$ cat config.mk
export PLATFORM = sky130hd
export DESIGN_NAME = tsplit
export DESIGN_NICKNAME = d
export VERILOG_FILES = /design/src/rtl/tsplit_pkg.sv /design/src/rtl/tsplit_be_gen.sv /design/src/rtl/tsplit.sv
export SDC_FILE = /design/constraint.sdc
export NUM_CORES = 1
export LEC_CHECK = 0
export CORE_ASPECT_RATIO = 0.7
export CORE_MARGIN = 2
export CORE_UTILIZATION = 53
export DETAILED_ROUTE_END_ITERATION = 10
export PLACE_DENSITY = 0.87
export SYNTH_ARGS = -nofsm -noshare
export SYNTH_HDL_FRONTEND = slang
export SYNTH_SLANG_ARGS = --single-unit
$ cat constraint.sdc
create_clock -name clk -period 6.2 [get_ports clk]
set_clock_uncertainty 0.1 [all_clocks]
set_input_delay 1.24 -clock clk [delete_from_list [all_inputs] [get_ports clk]]
set_output_delay 1.24 -clock clk [all_outputs]
set_load 0.05 [all_outputs]
$ cat src/rtl/tsplit_pkg.sv
// Shared constants, FSM state type and piece-length sanitiser for the word splitter.
package tsplit_pkg;

    localparam int NLANES = 8;
    localparam int LW     = 4;
    localparam int DW     = 8 * NLANES;

    typedef enum logic {
        IDLE  = 1'b0,
        SPLIT = 1'b1
    } tsplit_state_e;

    // Out-of-range requests (0 or wider than a word) mean one whole-word piece.
    function automatic logic [LW-1:0] sanitise_len(input logic [LW-1:0] cfg);
        if (cfg == '0 || int'(cfg) > NLANES)
            return LW'(NLANES);
        return cfg;
    endfunction

endpackage

$ cat src/rtl/tsplit_be_gen.sv
// Lane-mask generator: contiguous run of len lanes starting at off, plus last-piece flag.
module tsplit_be_gen
    import tsplit_pkg::*;
(
    input  logic [LW-1:0]     off,
    input  logic [LW-1:0]     len,
    output logic [NLANES-1:0] mask,
    output logic              last
);

    localparam logic [LW:0] LANES_W = (LW+1)'(NLANES);

    logic [LW:0] end_pos;

    // end_pos carries one extra bit so off+len never wraps.
    assign end_pos = {1'b0, off} + {1'b0, len};
    assign last    = (end_pos >= LANES_W);

    always_comb begin
        mask = '0;
        for (int i = 0; i < NLANES; i++)
            mask[i] = ((LW+1)'(i) >= {1'b0, off}) && ((LW+1)'(i) < end_pos);
    end

endmodule

$ cat src/rtl/tsplit.sv
// Word splitter: pops 64-bit words from a show-ahead packet FIFO and writes lane-aligned,
// byte-enabled pieces into a piece FIFO.
module tsplit
    import tsplit_pkg::*;
(
    input  logic              clk,
    input  logic              reset_l,
    input  logic [LW-1:0]     cfg_piece_len,
    input  logic [DW-1:0]     pkt_fifo_rd_data,
    input  logic              pkt_fifo_ne,
    output logic              pkt_fifo_re,
    output logic [DW-1:0]     out_fifo_wr_data,
    output logic [NLANES-1:0] out_fifo_wr_be,
    output logic              out_fifo_we,
    input  logic              out_fifo_full,
    output logic [31:0]       piece_cnt
);

    // Handshake: a word is taken when pkt_fifo_ne is seen high in IDLE; pkt_fifo_re then
    // pulses for one cycle to pop it. A piece is offered only while out_fifo_full is low;
    // because out_fifo_we is registered, full must rise with at least one free entry left.

    tsplit_state_e     state, state_d;
    logic [DW-1:0]     hold;
    logic [LW-1:0]     off;
    logic [LW-1:0]     len;
    logic [NLANES-1:0] mask;
    logic              last;
    logic              capture;
    logic              emit;
    logic [DW-1:0]     masked_data;

    tsplit_be_gen u_be_gen (
        .off  (off),
        .len  (len),
        .mask (mask),
        .last (last)
    );

    always_comb begin
        state_d = state;
        capture = 1'b0;
        emit    = 1'b0;
        case (state)
            IDLE: begin
                if (pkt_fifo_ne) begin
                    capture = 1'b1;
                    state_d = SPLIT;
                end
            end
            SPLIT: begin
                if (!out_fifo_full) begin
                    emit = 1'b1;
                    if (last)
                        state_d = IDLE;
                end
            end
            default: state_d = IDLE;
        endcase
    end

    always_comb begin
        masked_data = '0;
        for (int i = 0; i < NLANES; i++)
            masked_data[8*i +: 8] = mask[i] ? hold[8*i +: 8] : 8'h00;
    end

    always_ff @(posedge clk or negedge reset_l) begin
        if (!reset_l)
            state <= IDLE;
        else
            state <= state_d;
    end

    always_ff @(posedge clk or negedge reset_l) begin
        if (!reset_l) begin
            hold             <= '0;
            off              <= '0;
            len              <= '0;
            pkt_fifo_re      <= 1'b0;
            out_fifo_we      <= 1'b0;
            out_fifo_wr_data <= '0;
            out_fifo_wr_be   <= '0;
            piece_cnt        <= '0;
        end else begin
            pkt_fifo_re <= capture;
            out_fifo_we <= emit;
            if (capture) begin
                hold <= pkt_fifo_rd_data;
                len  <= sanitise_len(cfg_piece_len);
                off  <= '0;
            end
            if (emit) begin
                out_fifo_wr_be   <= mask;
                out_fifo_wr_data <= masked_data;
                piece_cnt        <= piece_cnt + 32'd1;
                // Not the last piece, so off+len is still below NLANES and fits in LW bits.
                if (!last)
                    off <= off + len;
            end
        end
    end

endmodule

# --- Yosys cells after proc, flatten, opt, wreduce, memory -nomap -nowiden ---
# Cells that the tools add are included.
# Widths: inputs -> output; s select.
classes:
  n_lt_le_gt_ge: 18
  bitwise: 1
  n_addsub: 3
  muxes: 22
  n_reduce_logical: 10
op_table:
  columns: ["op", "count"]
  rows:
  - ["$mux 8", 8]
  - ["$add 32x1->32 const B", 1]
  - ["$lt 3x5->1 const A", 4]
  - ["$mux 4", 5]
  - ["$ge 3x4->1 const A", 4]
  - ["$lt 1x5->1 const A", 2]
  - ["$lt 2x5->1 const A", 2]
  - ["$ge 1x4->1 const A", 2]
  - ["$ge 2x4->1 const A", 2]
  - ["$logic_and 1x1->1", 8]
  - ["$mux 1", 8]
  - ["$add 4x4->5", 1]
  - ["$ge 5x4->1 const B", 1]
  - ["$add 4x4->4", 1]
  - ["$gt 4x4->1 const B", 1]
  - ["$logic_not 4->1", 1]
  - ["$pmux 1 s2", 1]
  - ["$logic_or 1x1->1", 1]
  - ["$not 1->1", 1]
word_totals:
  elab_cells: 63
  reg_bits: 179
  out_inout_bits: 106

# --- Longest topological paths before layout ---
# Gate-level depths: netlist of run 1.
logic_depth:
  word_depth: 5
  depth_mapped: 7
  depth_no_buf: 6

# --- Hierarchy ---
# A second synthesis of run 1 with hierarchy kept.
hier_totals:
  cells_unflattened: 791
  area_unflattened_um2: 7405.9
modules_own_cells:
  columns: ["mod", "area_per_inst_um2", "seq_area_each_um2", "instances", "cells_per_inst"]
  rows:
  - ["tsplit", 7144.4, 4479.3, 1, 756]
  - ["tsplit_be_gen", 261.5, 0.0, 1, 35]

# --- Worst setup path after synthesis of run 1 ---
# Ideal clock, no wire load.
synth_path:
  path_type: "input port to flip-flop"
  from: "in out_fifo_full"
  to: "reg out_fifo_wr_data[15]"
  setup_ns: 0.083
  t_arrival_ns: 2.415
  path_buffers: 1
  path_slack_ns: 3.602
  path_stages: 5
  cell_sequence: "or4b_1 > buf_2 > nor2_1 > nand2_1 > o21ai_0"
synth_via:
  elab_chain_cells: 2
synth_rtl:
  columns: ["element", "line_no", "source"]
  rows:
  - ["start, declared", "tsplit.sv:15", "input logic out_fifo_full,"]
  - ["$mux 1", "tsplit.sv:52", "if (!out_fifo_full) begin"]
  - ["$mux 1", "tsplit.sv:44", "case (state)"]
  - ["end signal, assigned", "tsplit.sv:95", "out_fifo_wr_data <= masked_data;"]
  - ["end, declared", "tsplit.sv:12", "output logic [DW-1:0] out_fifo_wr_data,"]
# Every way passes these cells.
# A chain may end at the register's enable or synchronous reset.

# --- Final worst setup path of run 1 ---
layout_path:
  from: "reg off[0]"
  to: "reg out_fifo_wr_data[45]"
layout_via:
  elab_chain_cells: 4
layout_rtl:
  columns: ["element", "line_no", "source"]
  rows:
  - ["start, declared", "tsplit.sv:25", "logic [LW-1:0] off;"]
  - ["start signal, assigned", "tsplit.sv:99", "off <= off + len;"]
  - ["$add 4x4->5", "tsplit_be_gen.sv:16", "assign end_pos = {1'b0, off} + {1'b0, len};"]
  - ["$lt 3x5->1", "tsplit_be_gen.sv:22", "mask[i] = ((LW+1)'(i) >= {1'b0, off}) && ((LW+1)'(i) < end_pos);"]
  - ["$logic_and 1x1->1 (*)", "tsplit_be_gen.sv:22", null]
  - ["$mux 8 (*)", "tsplit.sv:65", "masked_data[8*i +: 8] = mask[i] ? hold[8*i +: 8] : 8'h00;"]
# Every way passes the cells marked *; elsewhere a longest branch is shown, timed or not.

==> results of run 1 <==
[through the flow]
stage | setup slack, ns | utilization, % | power, mW | cell area (µm²)
2_1_floorplan | 3.602 | - | 3.292 | 7302
3_3_place_gp | 2.778 | 69.35 | 3.988 | 9233
4_1_cts | 3.064 | 73.73 | 5.140 | 9816
5_1_grt | 2.885 | 73.73 | 5.394 | 9816
3_5_place_dp | 2.722 | 69.35 | 4.056 | 9233
6_report | 3.096 | 73.73 | 5.111 | 9816
[per-layer routing]
metal	up-vias	part of all wire, %	track usage, %
li1	2773	-	-
met1	2842	46	36.00
met2	208	46	39.45
met3	16	7.1	6.560
met4	0	1.1	5.676
met5	-	0	0
[cell usage in the layout, fill, tap and decap left out, types with 2 or more instances in the layout]
master	n
a211oi_1	2
a221oi_2	2
clkbuf_16	17
xor2_1	4
mux2i_1	3
clkbuf_1	3
nand4_1	18
a21oi_1	3
clkinvlp_4	3
buf_4	4
inv_6	3
nand3_1	8
o31ai_1	3
o21ai_0	53
a21o_1	3
inv_1	10
nand2_1	314
nor2_1	10
ha_1	5
dfrtp_1	179
nor3_1	7
bufinv_16	2
and2_1	2
clkinv_4	3
and4_1	5
a32o_1	8
and3_1	6
xnor2_1	28
clkdlybuf4s50_1	176
a22o_1	9
nand3b_1	4
a211oi_2	2
[critical path, stage by stage (launching register included)]
cell and delay (ns):
dfrtp_1 0.51, ha_1 0.30, fa_1 0.46, nor3b_1 0.20
nand3_1 0.37, a221oi_2 0.77, o21ai_0 0.24
[state kept, by name, indices dropped and copies added (netlist names)]
name              flops
hold                 64
out_fifo_wr_data     64
piece_cnt            32
out_fifo_wr_be        8
len                   4
off                   4
out_fifo_we           1
pkt_fifo_re           1
state                 1
[final cells by class]
class | instances | area [µm²]
fillers | 959 | 3497
well taps | 185 | 231.5
multi-input cells | 517 | 2678
flip-flops and latches | 179 | 4479
repair buffers | 181 | 1803
clock buffers | 20 | 436.7
clock inverters | 12 | 146.4
inverters | 11 | 41.29
[cell usage after synthesis (2+ instances only)]
master and instances:
nand2_1 314, nor2_1 10, nand2b_1 3, a32o_1 8, dfrtp_1 179, a21o_1 3, nand3b_1 4, ha_1 5
o21ai_0 53, mux2i_1 3, clkbuf_1 25, xnor2_1 28, a211oi_1 2, a221oi_2 2, inv_1 10, o31ai_1 3
nand4_1 18, a22o_1 9, xor2_1 4, a21oi_1 3, and4_1 5, nand3_1 8, a211oi_2 2, nor3_1 7
and2_1 2, buf_1 4, and3_1 6
[kinds of logic (layout without fill, tap and decap cells)]
logic type | count (synthesis) | in the layout | share of synthesized area [%]
buffers and inverters | 41 | 224 | 2.125
XOR/XNOR | 33 | 33 | 4.061
multiplexers | 3 | 3 | 0.4113
AO/OA/AOI/OAI | 92 | 92 | 8.962
flip-flops | 179 | 179 | 61.34
adder cells (fa/ha/maj) | 6 | 6 | 1.131
AND/OR/NAND/NOR | 383 | 383 | 21.97
[where the power goes]
part / internal, mW / total [mW] / switching [mW]
clock network: 0.603 / 1.06 / 0.460
logic: 0.699 / 2.16 / 1.46
registers: 1.59 / 1.88 / 0.295
[worst min-delay path by stage]
| stage | cells past startpoint | end | slack, ns | from |
|---|---|---|---|---|
| floorplan | 2 | len[0] | 0.34 | len[0] |
| global placement | 2 | hold[6] | 0.36 | hold[6] |
| detailed placement | 2 | hold[11] | 0.36 | hold[11] |
| CTS | 2 | hold[23] | 0.38 | hold[23] |
| global route | 2 | hold[32] | 0.39 | hold[32] |
| finish | 2 | hold[39] | 0.37 | hold[39] |
==> flow_summary.yaml, run 1 <==
run_status:
  status: "complete, no violations"
place:
  place_congestion: 0.8329
  hpwl_um: 12000
  dp.cells: 1073
  port_buffers: 177
floorplan:
  die_area_um2: 14750
  die_width_um: 144.3
  core_area_um2: 13310
  die_h_um: 102.2
  initial_core_util_pct: 54.85
  rows: 35
  io_pins: 178
logic_synthesis:
  synthCells: 737
  syn_nets: 815
  syn-cell-area_um2: 7302
  synth_top_area_share_pct: 61.34
  ys_seq_area_share_pct: 61.34
  yosysTopAreaCell: "dfrtp_1"
  ys_async_sr_fraction_pct: 100.0
  ys_seq_elements: 179
  synthDistinctLibCells: 44
  ys_warn_count: 0
  synthFlopType: "dfrtp_1"
  synthTopCellsByArea: "dfrtp_1 61%, nand2_1 16%, o21ai_0 3.6%, xnor2_1 3.4%, nand4_1 1.5%"
  synth_edf_count: 0
  syn_area_per_cell_um2: 9.908
critical_path:
  critPathArrivalTime_ns: 3.26
  reg2reg_from: "off[0]"
  rrSetupSlack_ns: 3.10
  rr_endpoint: "out_fifo_wr_data[45]"
  worstSetupStartpointType: "register"
  ff2ff_path_depth: 6
  cp-startpoint: "off[0]"
  worstPathRequired_ns: 6.36
  crit_path_end_kind: "register"
  endpoint: "out_fifo_wr_data[45]"
  path_class: "register to register"
  critPathMaxFanout: 9
clocking:
  htree_num_levels: 4
  root_buffer: "clkbuf_16"
  postCtsResizedCells: 0
  hold_buffers: 0
  cts_setup_buffers: 0
  clock_latency_ns: 0.41
  cts_buffer_depth: 2
  cts_made_buffers: 17
  tritoncts: "built"
  numClockSinks: 179
  path_clk_slew_ns: 0.07
routing:
  vias: 5839
  finalWirelength_um: 17930
  drt-wirelength-per-cell_um: 16.23
  ant_nets: 0
  vias_per_cell: 5.284
  firstDrtPassIters: 4
  post-route-drc-count: 0
  drt_iter0_markers: 421
global_route:
  grt_pass1_vias: 5650
  grt_pass1_wl_um: 28720
  antenna_found_initial: 0
  grt_max_degree: 79
  track_usage_pct: 25.17
  grt_overflow_total: 0
sta:
  period_minus_slack_ns: 3.104
  slew-limit-headroom_pct: 11.96
  rsz0062_at_grt: "no"
  fmax_ghz: 0.3222
  hold_slack_ns: 0.3746
  setup_viol: 0
  worst_slew_pin_slew_ns: 1.310
  slew_violations: 0
  setup-tns-final_ns: 0
  fin_crit_sh_pct: 50.06
  hold_violations: 0
layout:
  nets: 985
  area_delta_synth_final_pct: 34.42
  antennaDiodeCount: 0
  layout.cells.non_filler: 1105
  drive_gt1_share_pct: 5.326
min_path:
  hold_path.class: "register to register"
power:
  p_leak_nw: 4.509
  peakVddDrop_v: 0.0002340
  p_per_area_nw_per_um2: 520.7
run:
  maxCapViolCount: 0
Note: power is estimated with default switching activity, not from simulation.
==> run 2, diff against run 1 <==
--- a/config.mk
+++ b/config.mk
@@ -7,9 +7,9 @@
 export LEC_CHECK = 0
 export CORE_ASPECT_RATIO = 0.7
 export CORE_MARGIN = 2
-export CORE_UTILIZATION = 53
+export CORE_UTILIZATION = 45
 export DETAILED_ROUTE_END_ITERATION = 10
-export PLACE_DENSITY = 0.87
+export PLACE_DENSITY = 0.79
 export SYNTH_ARGS = -nofsm -noshare
 export SYNTH_HDL_FRONTEND = slang
 export SYNTH_SLANG_ARGS = --single-unit
==> constraint.sdc (replaced) <==
create_clock -name clk -period 2.8 [get_ports clk]
set_clock_uncertainty 0.1 [all_clocks]
set_input_delay 0.56 -clock clk [delete_from_list [all_inputs] [get_ports clk]]
set_output_delay 0.56 -clock clk [all_outputs]
set_load 0.05 [all_outputs]
==> run 2 against run 1 <==
  * The run now ends with hold timing left
  * Clock power rose by 120%
  * Combinational power rose by 130%
  * Power rose by 120%
  * Critical endpoint is now out_fifo_wr_data[11]
  * Worst hold slack got worse by 0.38 ns
  * Routed wire length fell by 0.85%
  * First-iteration DRC count fell by 33%
  * Via count fell by 1.1%
  * Sequential cell count did not move
  * Clock-buffer cell count fell by 1
  * Die area rose by 17%
==> flow_summary.yaml, run 2 (synthesized netlist as in run 1, its figures left out) <==
clocking:
  tritoncts: "built"
  cts_buffer_depth: 2
  cts_made_buffers: 17
  htree_num_levels: 4
  hold_buffers: 0
  numClockSinks: 179
  clock_latency_ns: 0.42
  root_buffer: "clkbuf_16"
  path_clk_slew_ns: 0.06
layout:
  antennaDiodeCount: 0
  layout_common_cells: "314 x nand2_1, 179 x dfrtp_1, 176 x clkdlybuf4s50_1"
  multi_input_area_um2: 2690
  area_delta_synth_final_pct: 36.87
  drive_gt1_share_pct: 7.265
  fillCellCount: 1274
  nets: 1003
  largest_registers: "hold (64), out_fifo_wr_data (64), piece_cnt (32)"
  layout_commonest_cell: "nand2_1"
  register_area_um2: 4479
routing:
  post-route-drc-count: 0
  vias_per_cell: 5.085
  drt_iter0_markers: 284
  firstDrtPassIters: 4
  finalWirelength_um: 17780
  vias: 5776
  drt-wirelength-per-cell_um: 15.65
  ant_nets: 0
floorplan:
  rows: 38
  io_pins: 178
  initial_core_util_pct: 46.54
  die_h_um: 110.6
  core_area_um2: 15690
  die_area_um2: 17280
  die_width_um: 156.3
sta:
  worst_slew_pin_slew_ns: 0.7270
  setup_viol: 0
  slew_violations: 0
  setup_ws_ns: 0.2388
  slew-limit-headroom_pct: 51.36
  period_minus_slack_ns: 2.561
  setup-tns-final_ns: 0
  fmax_ghz: 0.3904
  hold_violations: 5
  hold_slack_ns: -0.007207
  rsz0062_at_grt: "no"
  fin_crit_sh_pct: 91.47
critical_path:
  path_class: "register to register"
  reg2reg_from: "off[0]"
  rr_endpoint: "out_fifo_wr_data[11]"
  critPathArrivalTime_ns: 2.76
  worstSetupStartpointType: "register"
  ff2ff_path_depth: 7
  worstPathRequired_ns: 3.00
  crit_path_end_kind: "register"
  rrSetupSlack_ns: 0.24
  critPathMaxFanout: 9
place:
  port_buffers: 177
  hpwl_um: 12570
  place_ws_ns: 0.1002
  place_congestion: 0.8568
power:
  p_leak_nw: 4.607
  p_per_area_nw_per_um2: 1149
  peakVddDrop_v: 0.0006708
global_route:
  grt_max_degree: 67
  use_met3_pct: 5.887
  grt_pass1_wl_um: 29180
  grt_most_used_layer: "met1"
  grtUsageMet1_pct: 32.66
  grtUsageMet2_pct: 30.63
  grt_overflow_total: 0
  grt_pass1_vias: 5709
  antenna_found_initial: 0
  track_usage_pct: 21.32
run_status:
  violations: "hold timing"
  status: "finished with violations"
min_path:
  hold_path.class: "primary input to async pin"
run:
  maxCapViolCount: 0
## run 2: worst max path at each step
stage	cells after the start	to	slack [ns]	start
6_report	7	out_fifo_wr_data[11]	0.24	off[0]
3_3_place_gp	5	out_fifo_wr_data[1]	0.20	out_fifo_full
2_1_floorplan	7	out_fifo_wr_data[56]	0.25	off[0]
3_5_place_dp	6	out_fifo_wr_data[11]	0.10	off[0]
5_1_grt	7	out_fifo_wr_data[11]	0.15	off[0]
4_1_cts	6	out_fifo_wr_data[11]	0.07	off[0]
## run 2: layer usage
metal / wire length (µm) / vias to the layer above / part of all wire, %
met3: 1171 / 13 / 6.6
met2: 7676 / 166 / 43
met4: 142 / 0 / 0.80
met5: 0 / - / 0
met1: 8785 / 2797 / 49
li1: - / 2800 / -
## run 2: repair_timing
item	in CTS	in global routing
setup endpoints to repair	0	18
setup buffers	0	1
endpoints found under the hold margin	0	0
gates resized for setup	0	2
## run 2: where the power goes
group / switching [mW] / total (mW) / leakage, nW / internal [mW]
clock: 0.998 / 2.34 / 0.273 / 1.34
sequential: 0.594 / 4.11 / 2.33 / 3.52
combinational: 3.33 / 5.04 / 2.00 / 1.71
total: 4.92 / 11.5 / 4.61 / 6.56
## run 2: cell type report
cell class              count  area share [%]
clock buffers              19           4.432
well taps                 200           2.504
inverters                  11          0.4131
clock inverters            11           1.277
repair buffers            199           19.64
multi-input cells         517           26.92
flip-flops and latches    179           44.82
## run 2: worst max-delay path: stages (launching register included)
cell	delay (ns)
dfrtp_1	0.38
ha_1	0.23
fa_1	0.46
nor3b_1	0.26
nand3_2	0.29
a2111oi_4	0.41
buf_4	0.20
o21ai_0	0.11
## run 2: metrics by stage
stage	area, µm²	utilization, %	power [mW]	std cells	hold slack (ns)
after global placement	9404	59.94	9.032	1105	0.3570
after floorplan	7302	-	7.290	737	0.1644
final	9995	63.70	11.48	1136	-0.007207
after detailed placement	9404	59.94	9.164	1105	0.3618
after CTS	9975	63.57	11.53	1135	0.003339
after global routing	9995	63.70	12.17	1136	0.02506
